`config.mk`:
```
export PLATFORM = sky130hd
export DESIGN_NAME = display_scheduler_flat
export DESIGN_NICKNAME = d
export VERILOG_FILES = /design/src/rtl/display_scheduler_if.sv /design/src/rtl/display_scheduler.sv /design/src/flat_wrapper.sv
export SDC_FILE = /design/constraint.sdc
export NUM_CORES = 1
export LEC_CHECK = 0
export CELL_PAD_IN_SITES_DETAIL_PLACEMENT = 1
export CELL_PAD_IN_SITES_GLOBAL_PLACEMENT = 2
export CORE_ASPECT_RATIO = 0.9
export CORE_MARGIN = 10
export CORE_UTILIZATION = 39
export DETAILED_ROUTE_END_ITERATION = 7
export GPL_ROUTABILITY_DRIVEN = 0
export PLACE_DENSITY_LB_ADDON = 0.1
export SETUP_SLACK_MARGIN = 0.15
export SLEW_MARGIN = 15
export SYNTH_ARGS = -nofsm -noshare
export SYNTH_HDL_FRONTEND = slang
export SYNTH_SLANG_ARGS = --single-unit
```
`constraint.sdc`:
```
create_clock -name clk -period 7.3 [get_ports clk]
set_input_delay 0.73 -clock clk [delete_from_list [all_inputs] [get_ports clk]]
set_output_delay 0.73 -clock clk [all_outputs]
set_load 0.01 [all_outputs]
```
`src/rtl/display_scheduler_if.sv`:
```
// Bundles the alarm and keyboard requester inputs and the board display outputs
// of the display scheduler.
//
// Handshake: key_stb is a valid-only strobe with no ready back-pressure. It is
// high for exactly one clk, and key_digits is meaningful only while it is high.
// The scheduler samples both on that rising edge. It takes the request unless
// the alarm level is alerta. A refused strobe is simply dropped, so the sender
// must not hold or repeat it waiting for an acknowledgement.
interface display_scheduler_if;
    logic [15:0] alarm_digits;
    logic [1:0]  alarm_level;
    logic [15:0] key_digits;
    logic        key_stb;
    logic [3:0]  cualdisplay;
    logic [7:0]  display;
    logic        owner;
    logic        state_dbg;

    // Requesters and the bench drive the inputs and observe the outputs.
    modport master (
        output alarm_digits, alarm_level, key_digits, key_stb,
        input  cualdisplay, display, owner, state_dbg
    );

    // The scheduler consumes the requests and drives the display pins.
    modport slave (
        input  alarm_digits, alarm_level, key_digits, key_stb,
        output cualdisplay, display, owner, state_dbg
    );
endinterface

```
`src/rtl/display_scheduler.sv`:
```
// Time-shares the 4-digit 7-segment display between the alarm FSM and the
// keyboard echo. Keyboard echo holds the display for HOLD_CYCLES after its last
// strobe, alerta preempts it, and the digits blink while alerta is shown.
module display_scheduler #(
    parameter int SCAN_DIV    = 50000,
    parameter int HOLD_CYCLES = 100000000,
    parameter int BLINK_DIV   = 25000000
) (
    input  logic               clk,
    input  logic               rst,
    display_scheduler_if.slave bus
);
    localparam int SCAN_W  = (SCAN_DIV > 1) ? $clog2(SCAN_DIV) : 1;
    localparam int HOLD_W  = (HOLD_CYCLES > 1) ? $clog2(HOLD_CYCLES) : 1;
    localparam int BLINK_W = (BLINK_DIV > 1) ? $clog2(BLINK_DIV) : 1;

    localparam logic [SCAN_W-1:0]  SCAN_LAST  = SCAN_W'(SCAN_DIV - 1);
    localparam logic [HOLD_W-1:0]  HOLD_LAST  = HOLD_W'(HOLD_CYCLES - 1);
    localparam logic [BLINK_W-1:0] BLINK_LAST = BLINK_W'(BLINK_DIV - 1);

    typedef enum logic {
        ST_ALARM = 1'b0,
        ST_KEY   = 1'b1
    } state_t;

    state_t               state_q, state_d;
    logic [HOLD_W-1:0]    hold_q, hold_d;
    logic [15:0]          latch_q, latch_d;
    logic [SCAN_W-1:0]    scan_cnt;
    logic [1:0]           idx_q;
    logic [BLINK_W-1:0]   blink_cnt;
    logic                 phase_on_q;
    logic [3:0]           cual_scan_q;
    logic [7:0]           disp_q;
    logic                 alerta;
    logic                 blink_run;
    logic [15:0]          src_digits;
    logic [3:0]           nibble;

    // Level 11 is treated exactly like 10.
    assign alerta    = (bus.alarm_level == 2'b10) || (bus.alarm_level == 2'b11);
    assign blink_run = alerta && (state_q == ST_ALARM);

    // Active-low hex decode, bit order {g,f,e,d,c,b,a}.
    function automatic logic [6:0] hex_to_seg(input logic [3:0] h);
        logic [6:0] s;
        case (h)
            4'h0: s = 7'h40;
            4'h1: s = 7'h79;
            4'h2: s = 7'h24;
            4'h3: s = 7'h30;
            4'h4: s = 7'h19;
            4'h5: s = 7'h12;
            4'h6: s = 7'h02;
            4'h7: s = 7'h78;
            4'h8: s = 7'h00;
            4'h9: s = 7'h10;
            4'hA: s = 7'h08;
            4'hB: s = 7'h03;
            4'hC: s = 7'h46;
            4'hD: s = 7'h21;
            4'hE: s = 7'h06;
            4'hF: s = 7'h0E;
            default: s = 7'h7F;
        endcase
        return s;
    endfunction

    // Ownership arbitration: preemption by alerta beats a new strobe, and a
    // strobe beats hold expiry.
    always_comb begin
        state_d = state_q;
        hold_d  = hold_q;
        latch_d = latch_q;
        case (state_q)
            ST_ALARM: begin
                if (bus.key_stb && !alerta) begin
                    state_d = ST_KEY;
                    hold_d  = HOLD_LAST;
                    latch_d = bus.key_digits;
                end
            end
            ST_KEY: begin
                if (alerta) begin
                    state_d = ST_ALARM;
                end else if (bus.key_stb) begin
                    hold_d  = HOLD_LAST;
                    latch_d = bus.key_digits;
                end else if (hold_q == '0) begin
                    state_d = ST_ALARM;
                end else begin
                    hold_d = hold_q - HOLD_W'(1);
                end
            end
            default: state_d = ST_ALARM;
        endcase
    end

    // Arbitration state, hold timer and keyboard latch registers.
    always_ff @(posedge clk or negedge rst) begin
        if (!rst) begin
            state_q <= ST_ALARM;
            hold_q  <= '0;
            latch_q <= 16'h0000;
        end else begin
            state_q <= state_d;
            hold_q  <= hold_d;
            latch_q <= latch_d;
        end
    end

    // Digit scan prescaler and digit index; it never stops.
    always_ff @(posedge clk or negedge rst) begin
        if (!rst) begin
            scan_cnt <= '0;
            idx_q    <= 2'd0;
        end else if (scan_cnt == SCAN_LAST) begin
            scan_cnt <= '0;
            idx_q    <= idx_q + 2'd1;
        end else begin
            scan_cnt <= scan_cnt + SCAN_W'(1);
        end
    end

    // Blink timer runs only while alerta is shown by the alarm side.
    always_ff @(posedge clk or negedge rst) begin
        if (!rst) begin
            blink_cnt  <= '0;
            phase_on_q <= 1'b1;
        end else if (!blink_run) begin
            blink_cnt  <= '0;
            phase_on_q <= 1'b1;
        end else if (blink_cnt == BLINK_LAST) begin
            blink_cnt  <= '0;
            phase_on_q <= ~phase_on_q;
        end else begin
            blink_cnt <= blink_cnt + BLINK_W'(1);
        end
    end

    // Pick the nibble for the current digit from whoever owns the display.
    always_comb begin
        src_digits = (state_q == ST_KEY) ? latch_q : bus.alarm_digits;
        nibble     = 4'h0;
        case (idx_q)
            2'd0: nibble = src_digits[3:0];
            2'd1: nibble = src_digits[7:4];
            2'd2: nibble = src_digits[11:8];
            2'd3: nibble = src_digits[15:12];
            default: nibble = 4'h0;
        endcase
    end

    // Registered digit enable and segments; dp marks digit 0 of keyboard echo.
    always_ff @(posedge clk or negedge rst) begin
        if (!rst) begin
            cual_scan_q <= 4'b1111;
            disp_q      <= 8'hFF;
        end else begin
            cual_scan_q <= ~(4'b0001 << idx_q);
            disp_q      <= {~((state_q == ST_KEY) && (idx_q == 2'd0)), hex_to_seg(nibble)};
        end
    end

    // Blank phase gates the enables only; segment data keeps updating.
    assign bus.cualdisplay = phase_on_q ? cual_scan_q : 4'b1111;
    assign bus.display     = disp_q;
    assign bus.owner       = (state_q == ST_KEY);
    assign bus.state_dbg   = state_q;
endmodule
```
`src/flat_wrapper.sv`:
```
// flat-port wrapper written by rule: the top's interface ports become plain ports
module display_scheduler_flat 
#(
    parameter int SCAN_DIV    = 50000,
    parameter int HOLD_CYCLES = 100000000,
    parameter int BLINK_DIV   = 25000000
)
  (clk, rst, bus_alarm_digits, bus_alarm_level, bus_key_digits, bus_key_stb, bus_cualdisplay, bus_display, bus_owner, bus_state_dbg);
  display_scheduler_if bus_i ();
  input  logic clk;
  input  logic rst;
  input wire logic [$bits(bus_i.alarm_digits)-1:0] bus_alarm_digits;
  input wire logic [$bits(bus_i.alarm_level)-1:0] bus_alarm_level;
  input wire logic [$bits(bus_i.key_digits)-1:0] bus_key_digits;
  input wire logic [$bits(bus_i.key_stb)-1:0] bus_key_stb;
  output wire logic [$bits(bus_i.cualdisplay)-1:0] bus_cualdisplay;
  output wire logic [$bits(bus_i.display)-1:0] bus_display;
  output wire logic [$bits(bus_i.owner)-1:0] bus_owner;
  output wire logic [$bits(bus_i.state_dbg)-1:0] bus_state_dbg;
  assign bus_i.alarm_digits = bus_alarm_digits;
  assign bus_i.alarm_level = bus_alarm_level;
  assign bus_i.key_digits = bus_key_digits;
  assign bus_i.key_stb = bus_key_stb;
  assign bus_cualdisplay = bus_i.cualdisplay;
  assign bus_display = bus_i.display;
  assign bus_owner = bus_i.owner;
  assign bus_state_dbg = bus_i.state_dbg;
  display_scheduler #(.SCAN_DIV(SCAN_DIV), .HOLD_CYCLES(HOLD_CYCLES), .BLINK_DIV(BLINK_DIV)) u_core (.clk(clk), .rst(rst), .bus(bus_i));
endmodule
```
==> flow_summary.toml, run 1 <==
[floorplanning]
core_area_um2 = 12800
die_y_um = 129
die_w_um = 141
io_pins = 51
rows = 39
die_area_um2 = 18100
start_util_pct = 40.0

[synth]
synth_top_area_share_pct = 42.6
postSynthAreaPerCell_um2 = 9.48
netlist_instances = 539
synth_cell_types = 56
ys_seq_elements = 100
syn_nets = 589
synth_area_leader_cell = "dfrtp_1"
syn_area_um2 = 5110
seq_area_frac_synth_pct = 49.3
async_flop_share_pct = 100
ys_warn_count = 0
ys.flop_type = "dfrtp_1"
synth.area.top_cells = "dfrtp_1 (43%), dfstp_2 (6.7%), nand2_1 (6.1%)"
synth_edf_count = 0

[global_route]
antenna_found_initial = 0
grt_max_degree = 68
grt_pass1_wl_um = 23500
grt_overflow = 0
grt_usage_pct = 15.7
grt_pass1_vias = 4532

[cts]
clkSinkCount = 100
cts.reportedPaths.clkPinSlew_ns = 0.07
ctsResizeCount = 0
cts_hold_buffers = 0
h-tree-depth = 3
cts_max_path_buffers = 2
worstSkewPairLatency_ns = 0.35
cts_setup_buffers = 0
cts_tree = "yes"
ctsRootBufferMaster = "clkbuf_16"
cts_made_buffers = 9

[pwr]
ir_worst_vdd_v = 0.0000917
pwr-share-clk_pct = 40.2
intPower_uw = 906
seq_power_share_pct = 49.3
p_switching_uw = 300
powerDensity_nw_per_um2 = 200
power.leakage_nw = 2.45
p_comb_share_pct = 10.5
p_sw_share_pct = 24.9
total_power_mw = 1.21

[worst_setup_path]
cp_cell_sequence = "nor4_1 > nand2_1 > or3_1 > o21a_1 > mux2_2"
slowest_stage = "nor4_1"
start_kind = "flip-flop"
worstSetupPathType = "flip-flop to flip-flop"
critPathArrivalTime_ns = 3.00
path_max_fanout = 11
ff2ff_path_depth = 5
worst_ep_required_time_ns = 7.54
worstReg2RegEnd = "u_core.hold_q[0]"
critPathMaxStageDelay_ns = 0.70
ff2ff_setup_slack_ns = 4.54
cp-end-kind = "flip-flop"
regToRegStartpoint = "u_core.hold_q[8]"

[detailed_routing]
viasPerCell = 5.55
drtIter0Drc = 265
drtAntennaViolNets = 0
drc = 0
routedWlPerCell_um = 18.2
wirelength_um = 13700
num_vias = 4165
drt-pass1-iter-count = 4

[status]
status = "finished, final reports clean"

[sta]
drv_slew = 0
fin_crit_sh_pct = 37.8
finalSetupViolCount = 0
rsz0062_at_grt = "no"
min_period_ns = 2.76
skew_ns = 0.00585
fmax_mhz = 363
slew_headroom_pct = 25.4
tightest_slew_ns = 1.12
hold_viol = 0
fin_setup_tns_ns = 0

[place]
hpwl_um = 9610
place_area_um2 = 5750
io_buffers = 49

[cells_and_area]
finalInstanceArea_um2 = 6050
utilization_pct = 47.3
final_layout_size_suffix_gt1_share_pct = 7.33
layout-area-overhead-vs-synth_pct = 18.3
fin_nets = 632
diodes = 0

[run]
drv_cap = 0

[min_path]
hp-class = "primary input to asynchronous set/reset pin"
-- worst max-delay path by stage --
stage	from	end	slack, ns	depth (start not counted)
after floorplan	u_core.hold_q[13]	u_core.hold_q[25]	4.84	6
after global placement	bus_alarm_level[1]	u_core.hold_q[14]	4.26	5
after detailed placement	bus_alarm_level[1]	u_core.hold_q[14]	4.24	5
after CTS	u_core.hold_q[8]	u_core.hold_q[0]	4.56	5
after global routing	u_core.idx_q[0]	u_core.bus.display[1]	4.36	9
final	u_core.hold_q[8]	u_core.hold_q[0]	4.54	5
-- Yosys cell counts (all sizes together), types with 13 or more instances --
cell type,instances
clkbuf,19
dfrtp,87
nor3,22
xnor2,24
nand3,32
mux2i,13
dfstp,13
nand2,83
xor2,18
ha,13
inv,18
nor2,58
-- placed cells by master, fill, tap and decap left out, types with 4 or more instances in the layout --
cell,instances
a21oi_1,6
a22oi_1,4
a311oi_1,4
a31oi_1,6
and3_1,12
and4_1,4
buf_4,5
clkbuf_16,9
clkdlybuf4s50_1,48
dfrtp_1,87
dfstp_2,13
ha_1,13
inv_1,18
mux2i_1,13
nand2_1,83
nand2b_1,6
nand3_1,32
nand4_1,10
nor2_1,57
nor2b_1,4
nor3_1,22
nor4_1,10
o21ai_0,7
o22ai_1,6
or3_1,11
or4_1,5
xnor2_1,24
xor2_1,18
-- layout make-up --
cell class | count | area, um^2
fill | 1495 | 6740
sequential | 100 | 2520
multi-input combinational | 400 | 2440
timing repair buffer | 53 | 518
clock buffer | 10 | 229
tap | 164 | 205
inverter | 18 | 67.6
clock inverter | 6 | 63.8
-- metal layers --
metal / vias up / share of wire, % / track usage (%)
met5: - / 0 / 0
met2: 79 / 47 / 25.9
met3: 11 / 5.2 / 4.85
met1: 2087 / 47 / 19.6
met4: 0 / 0.99 / 3.70
li1: 1988 / - / -
-- stage by stage --
stage / hold slack (ns) / setup WS (ns) / std cells
after global routing: 0.343 / 4.36 / 751
after detailed placement: 0.464 / 4.24 / 735
after floorplan: 0.434 / 4.84 / 539
after CTS: 0.325 / 4.56 / 751
final: 0.319 / 4.54 / 751
after global placement: 0.457 / 4.26 / 735
-- cells by family after synthesis --
kind of cell,Yosys count,synth area share [%]
and+or+nand+nor,267,25.3
DFF,100,49.3
AOI/OAI and AO/OA,62,8.93
xor gates and xnor gates,42,7.20
buffers and inverters,39,2.96
muxes,16,3.21
adders and majority gates,13,3.18
-- power groups by stage --
stage	logic (mW)	registers [mW]	clock network [mW]
5_1_grt	0.142	0.598	0.519
2_1_floorplan	0.0589	0.606	0
3_5_place_dp	0.129	0.605	0
4_1_cts	0.129	0.595	0.498
3_3_place_gp	0.125	0.604	0
6_report	0.126	0.595	0.485
-- flip-flops by register name (all words and copies together) (netlist names) --
register            count
u_core.cual_scan_q      4
u_core.scan_cnt        16
u_core.blink_cnt       25
u_core.phase_on_q       1
u_core.hold_q          27
u_core.bus.display      8
u_core.latch_q         16
u_core.idx_q            2
u_core.bus.owner        1
-- worst max-delay path: cells and delay by family (launching register included) --
kind / cells / cell delay, ns
flops: 1 / 0.42
mux: 1 / 0.26
compound gates: 1 / 0.29
simple gates: 3 / 1.67
No activity file was read; power rests on OpenSTA's default activity.
==> run 2, diff against run 1 <==
--- a/config.mk
+++ b/config.mk
@@ -9,7 +9,7 @@
 export CELL_PAD_IN_SITES_GLOBAL_PLACEMENT = 2
 export CORE_ASPECT_RATIO = 0.9
 export CORE_MARGIN = 10
-export CORE_UTILIZATION = 39
+export CORE_UTILIZATION = 33
 export DETAILED_ROUTE_END_ITERATION = 7
 export GPL_ROUTABILITY_DRIVEN = 0
 export PLACE_DENSITY_LB_ADDON = 0.1
==> constraint.sdc (replaced) <==
create_clock -name clk -period 2.4 [get_ports clk]
set_input_delay 0.24 -clock clk [delete_from_list [all_inputs] [get_ports clk]]
set_output_delay 0.24 -clock clk [all_outputs]
set_load 0.01 [all_outputs]
==> run 2 against run 1 <==
  * Power rose to 3.1 times the previous value
  * Clock skew is 0.0047 ns higher
  * Register-to-register slack worse by 4.5 ns
  * Fmax grew 18%
  * Global-route usage fell by 1.7 points
  * Via count up 3.4%
  * Count of clock-buffer cells in the layout did not move
  * Cell count is 12% higher
  * Critical endpoint is now u_core.hold_q[25]
  * Largest power group unchanged
==> flow_summary.toml, run 2 (synthesis results as in run 1) <==
[cells_and_area]
final_common_cell = "dfrtp_1"
layout-area-overhead-vs-synth_pct = 32.0
largest_register_ffs = 27
fin_nets = 684
final_layout_size_suffix_gt1_share_pct = 20.8
reg.largest.list = "u_core.hold_q: 27 flops, u_core.blink_cnt: 25 flops"
final_cells = 841
top_register = "u_core.hold_q"
diodes = 0
layout_common_cells = "dfrtp_1 (85), nand2_1 (81), nor2_1 (57)"
utilization_pct = 44.2

[status]
status = "finished, final reports clean"

[global_route]
antenna_found_initial = 0
grt_pass1_vias = 4594
grt_overflow = 0
grt_usage_pct = 13.9
grt_max_degree = 55
grt_pass1_wl_um = 23700

[detailed_routing]
wirelength_um = 14600
viasPerCell = 5.12
routedWlPerCell_um = 17.4
drtAntennaViolNets = 0
drtIter0Drc = 215
num_vias = 4307
drc = 0
drt-pass1-iter-count = 4

[sta]
min_period_ns = 2.33
skew_ns = 0.0106
fin_crit_sh_pct = 97.2
finalSetupViolCount = 0
fmax_mhz = 429
setup_slack_ns = 0.0674
hold_viol = 0
slew_headroom_pct = 61.7
whs_ns = 0.335
rsz0062_at_grt = "yes"
drv_slew = 0
tightest_slew_ns = 0.572

[floorplanning]
io_pins = 51
die_y_um = 138
core_area_um2 = 15300
die_area_um2 = 20900
die_w_um = 151
start_util_pct = 33.5
rows = 43

[pwr]
power.leakage_nw = 2.73
powerDensity_nw_per_um2 = 553
ir_worst_vdd_v = 0.000378

[cts]
worstSkewPairLatency_ns = 0.37
clkSinkCount = 100
ctsRootBufferMaster = "clkbuf_16"
cts_tree = "yes"
h-tree-depth = 3
cts_made_buffers = 9
cts_max_path_buffers = 2
cts.reportedPaths.clkPinSlew_ns = 0.07

[worst_setup_path]
start_kind = "flip-flop"
worst_ep_required_time_ns = 2.70
path_max_fanout = 5
cp-end-kind = "flip-flop"
critPathArrivalTime_ns = 2.63
worstSetupPathType = "flip-flop to flip-flop"

[place]
hpwl_um = 10400
io_buffers = 49
post-place-ws_ns = -0.101
placedCellCount = 811

[min_path]
hp-class = "primary input to asynchronous set/reset pin"

[run]
drv_cap = 0
[run 2: changes by cell type in the layout (fill, tap and decap cells not counted), moves of 5 or more]
cell	previous run	this run
inv_2	0	5
ha_4	0	7
buf_4	5	52
ha_1	13	4
inv_1	18	13
[run 2: report_power, final]
group / switching [mW] / total (mW) / internal, mW
clock: 0.723 / 1.45 / 0.727
combinational: 0.236 / 0.473 / 0.238
sequential: 0.0386 / 1.81 / 1.77
[run 2: layer usage]
| layer | vias up | GRT usage [%] | share of wire [%] |
|---|---|---|---|
| met4 | 0 | 3.19 | 0.87 |
| met1 | 2146 | 17.8 | 47 |
| met3 | 12 | 4.93 | 4.6 |
| met2 | 61 | 22.0 | 48 |
| li1 | 2088 | - | - |
| met5 | - | 0 | 0 |
[run 2: worst paths after layout]
kind / cells past startpoint / endpoint / start / slack (ns)
worst min-delay path: 2 / u_core.blink_cnt[13] / rst / 0.34
worst min register to register: 2 / u_core.latch_q[12] / u_core.latch_q[12] / 0.49
min in group clk: 3 / u_core.latch_q[3] / bus_key_digits[3] / 0.40
max in group asynchronous: 3 / u_core.phase_on_q / rst / 1.37
worst max register to register: 5 / u_core.hold_q[25] / u_core.hold_q[12] / 0.07
worst max-delay path: 5 / u_core.hold_q[25] / u_core.hold_q[12] / 0.07
[run 2: final cells by class]
cell class / instances / area, um^2
clock buffers: 10 / 229
clock inverters: 6 / 56.3
fillers: 1753 / 8530
inverters: 18 / 67.6
multi-input cells: 400 / 2680
flip-flops and latches: 100 / 2520
well taps: 202 / 253
repair buffers: 105 / 943
[run 2: what timing repair did]
item,in CTS,in global routing
endpoints found under the setup margin,24,32
hold endpoints to repair,25,0
pin swaps,11,8
setup buffers,5,8
gates resized for setup,22,25
hold buffers,1,0
[run 2: metrics by stage]
| step | TNS (ns) | power (mW) | area [um^2] |
|---|---|---|---|
| 2_1_floorplan | -0.0569 | 2.02 | 5150 |
| 3_3_place_gp | 0 | 2.26 | 6130 |
| 3_5_place_dp | -0.127 | 2.27 | 6130 |
| 4_1_cts | 0 | 3.76 | 6570 |
| 5_1_grt | 0 | 3.90 | 6750 |
| 6_report | 0 | 3.73 | 6750 |
[run 2: critical path, stage by stage (launching register included)]
cell	delay [ns]
dfrtp_1	0.38
or3_4	0.39
or4_4	0.47
or4b_4	0.56
or4_1	0.41
nand2_1	0.07
==> run 3, diff against run 2 <==
--- a/config.mk
+++ b/config.mk
@@ -5,14 +5,12 @@
 export SDC_FILE = /design/constraint.sdc
 export NUM_CORES = 1
 export LEC_CHECK = 0
-export CELL_PAD_IN_SITES_DETAIL_PLACEMENT = 1
-export CELL_PAD_IN_SITES_GLOBAL_PLACEMENT = 2
 export CORE_ASPECT_RATIO = 0.9
 export CORE_MARGIN = 10
-export CORE_UTILIZATION = 33
+export CORE_UTILIZATION = 50
 export DETAILED_ROUTE_END_ITERATION = 7
 export GPL_ROUTABILITY_DRIVEN = 0
-export PLACE_DENSITY_LB_ADDON = 0.1
+export PLACE_DENSITY = 0.74
 export SETUP_SLACK_MARGIN = 0.15
 export SLEW_MARGIN = 15
 export SYNTH_ARGS = -nofsm -noshare
==> run 3 against run 2 <==
  * Global-route usage up 2.8 points
  * Non-clock buffer count shrank 5
  * Sequential share of layout area rose by 0.74 points
  * Wire length is 12% lower
  * Worst setup slack got worse by 0.062 ns
  * Count of clock-buffer cells in the layout stayed put
  * Clock power is essentially flat
  * Cell count down 9.6%
  * Via count grew 2.3%
  * Sequential cell count unchanged
  * Register-to-register slack got worse by 0.06 ns
  * Combinational power hardly changed
  * Critical endpoint unchanged
  * Highest routed layer unchanged
==> flow_summary.toml, run 3 (synthesis results as in run 1) <==
[status]
status = "finished, final reports clean"

[cells_and_area]
fillers = 750
diodes = 0
final_common_cell = "dfrtp_1"
seqCellArea_um2 = 2520
top_register = "u_core.hold_q"
final_cells = 760
layout_common_cells = "dfrtp_1 (85), nand2_1 (82), nor2_1 (57)"
fin_nets = 679
finalInstanceArea_um2 = 6620
layout-area-overhead-vs-synth_pct = 29.4
utilization_pct = 67.3
multi_input_area_um2 = 2670
largest_register_ffs = 27
final_layout_size_suffix_gt1_share_pct = 19.9
reg.largest.list = "u_core.hold_q: 27 flops, u_core.blink_cnt: 25 flops"

[min_path]
holdPathEnd = "u_core.latch_q[2]"
hp-start = "bus_key_digits[2]"
holdPathStages = 3
hp-class = "primary input to flip-flop"

[cts]
cts_made_buffers = 9
clkSinkCount = 100
cts_max_path_buffers = 2
worstSkewPairLatency_ns = 0.34
ctsRootBufferMaster = "clkbuf_16"
cts.reportedPaths.clkPinSlew_ns = 0.07
h-tree-depth = 3
cts_tree = "yes"

[sta]
setup_slack_ns = 0.00586
drv_slew = 0
slew_headroom_pct = 62.8
hold_viol = 0
fin_setup_tns_ns = 0
whs_ns = 0.414
tightest_slew_ns = 0.558
rsz0062_at_grt = "yes"
fin_crit_sh_pct = 99.8
fmax_mhz = 418
skew_ns = 0.00561
min_period_ns = 2.39
finalSetupViolCount = 0

[worst_setup_path]
worst_ep_required_time_ns = 2.68
regToRegStartpoint = "u_core.hold_q[12]"
critPathArrivalTime_ns = 2.68
critPathMaxStageDelay_ns = 0.56
path_max_fanout = 5
cp_cell_sequence = "or3_4 > or4_4 > or4b_4 > or4_1 > nand2_1"
path_buf_inv = 0
worstSetupPathType = "flip-flop to flip-flop"
start_kind = "flip-flop"
critPathTopFamily = "simple AND/OR/NAND/NOR gates"
ff2ff_path_depth = 5
worstReg2RegEnd = "u_core.hold_q[25]"
ff2ff_setup_slack_ns = 0.006
slowest_stage = "or4b_4"
cp-end-kind = "flip-flop"

[pwr]
ir_worst_vdd_v = 0.000433
p_sw_share_pct = 25.4
intPower_mw = 2.76
p_switching_uw = 939
seq_power_share_pct = 48.8
total_power_mw = 3.70
pwr-share-clk_pct = 38.4
p_comb_share_pct = 12.8
powerDensity_nw_per_um2 = 559
power.leakage_nw = 2.73

[floorplanning]
core_area_um2 = 9830
die_area_um2 = 14700
io_pins = 51
rows = 34
die_w_um = 127
die_y_um = 116
start_util_pct = 52.0

[run]
drv_cap = 0

[global_route]
grt_pass1_wl_um = 20600
grt_max_degree = 59
grt_overflow = 0
grt_usage_pct = 16.8
grt_pass1_vias = 4328
antenna_found_initial = 0

[detailed_routing]
drtIter0Drc = 258
viasPerCell = 5.79
routedWlPerCell_um = 17.0
num_vias = 4404
wirelength_um = 12900
drc = 0
drt-pass1-iter-count = 4
drtAntennaViolNets = 0

[place]
post-place-ws_ns = -0.0482
placedCellCount = 729
io_buffers = 49
hpwl_um = 8670
place_area_um2 = 5980
## run 3: changes by cell type in the layout (fill, tap and decap cells not counted), sizes merged
cell and change:
clkinv -1, buf -5, inv +1
## run 3: repair_timing
item,4_1_cts,5_1_grt
hold endpoints to repair,38,0
resized for setup,13,36
setup endpoints to repair,25,34
pin swaps,5,14
hold buffers,1,0
setup buffers,4,10
## run 3: worst register-to-register path: stages, from the launching register on
cell and delay [ns]:
dfrtp_1 0.39, or3_4 0.40, or4_4 0.47, or4b_4 0.56
or4_1 0.42, nand2_1 0.09
## run 3: per-layer routing
| metal | share of wire [%] | vias to the layer above | GRT usage [%] |
|---|---|---|---|
| met1 | 43 | 2170 | 20.7 |
| met4 | 1.7 | 0 | 6.67 |
| met5 | 0 | - | 0 |
| li1 | - | 2084 | - |
| met3 | 5.5 | 18 | 3.65 |
| met2 | 50 | 132 | 28.1 |
## run 3: worst max path at each step
stage                       from                 to  slack, ns  cells past startpoint
2_1_floorplan  u_core.hold_q[12]  u_core.hold_q[25]      -0.06                      6
3_3_place_gp   u_core.hold_q[12]  u_core.hold_q[25]     -0.006                      5
3_5_place_dp   u_core.hold_q[12]  u_core.hold_q[25]      -0.05                      5
4_1_cts        u_core.hold_q[12]  u_core.hold_q[25]       0.04                      5
5_1_grt        u_core.hold_q[12]  u_core.hold_q[25]      -0.02                      5
6_report       u_core.hold_q[12]  u_core.hold_q[25]      0.006                      5
## run 3: power groups by stage
| stage | Sequential [mW] | Combinational, mW | Clock, mW |
|---|---|---|---|
| global placement | 1.83 | 0.406 | 0 |
| detailed placement | 1.84 | 0.416 | 0 |
| CTS | 1.80 | 0.426 | 1.45 |
| finish | 1.80 | 0.472 | 1.42 |
| global route | 1.81 | 0.516 | 1.52 |
| floorplan | 1.84 | 0.180 | 0 |
## run 3: final cells by class
class                      count  area share, %
sequential                   100           38.1
inverter                      18           1.02
clock inverter                 6          0.794
clock buffer                  10           3.61
timing repair buffer         100           13.7
multi-input combinational    400           40.4
tap                          126           2.38
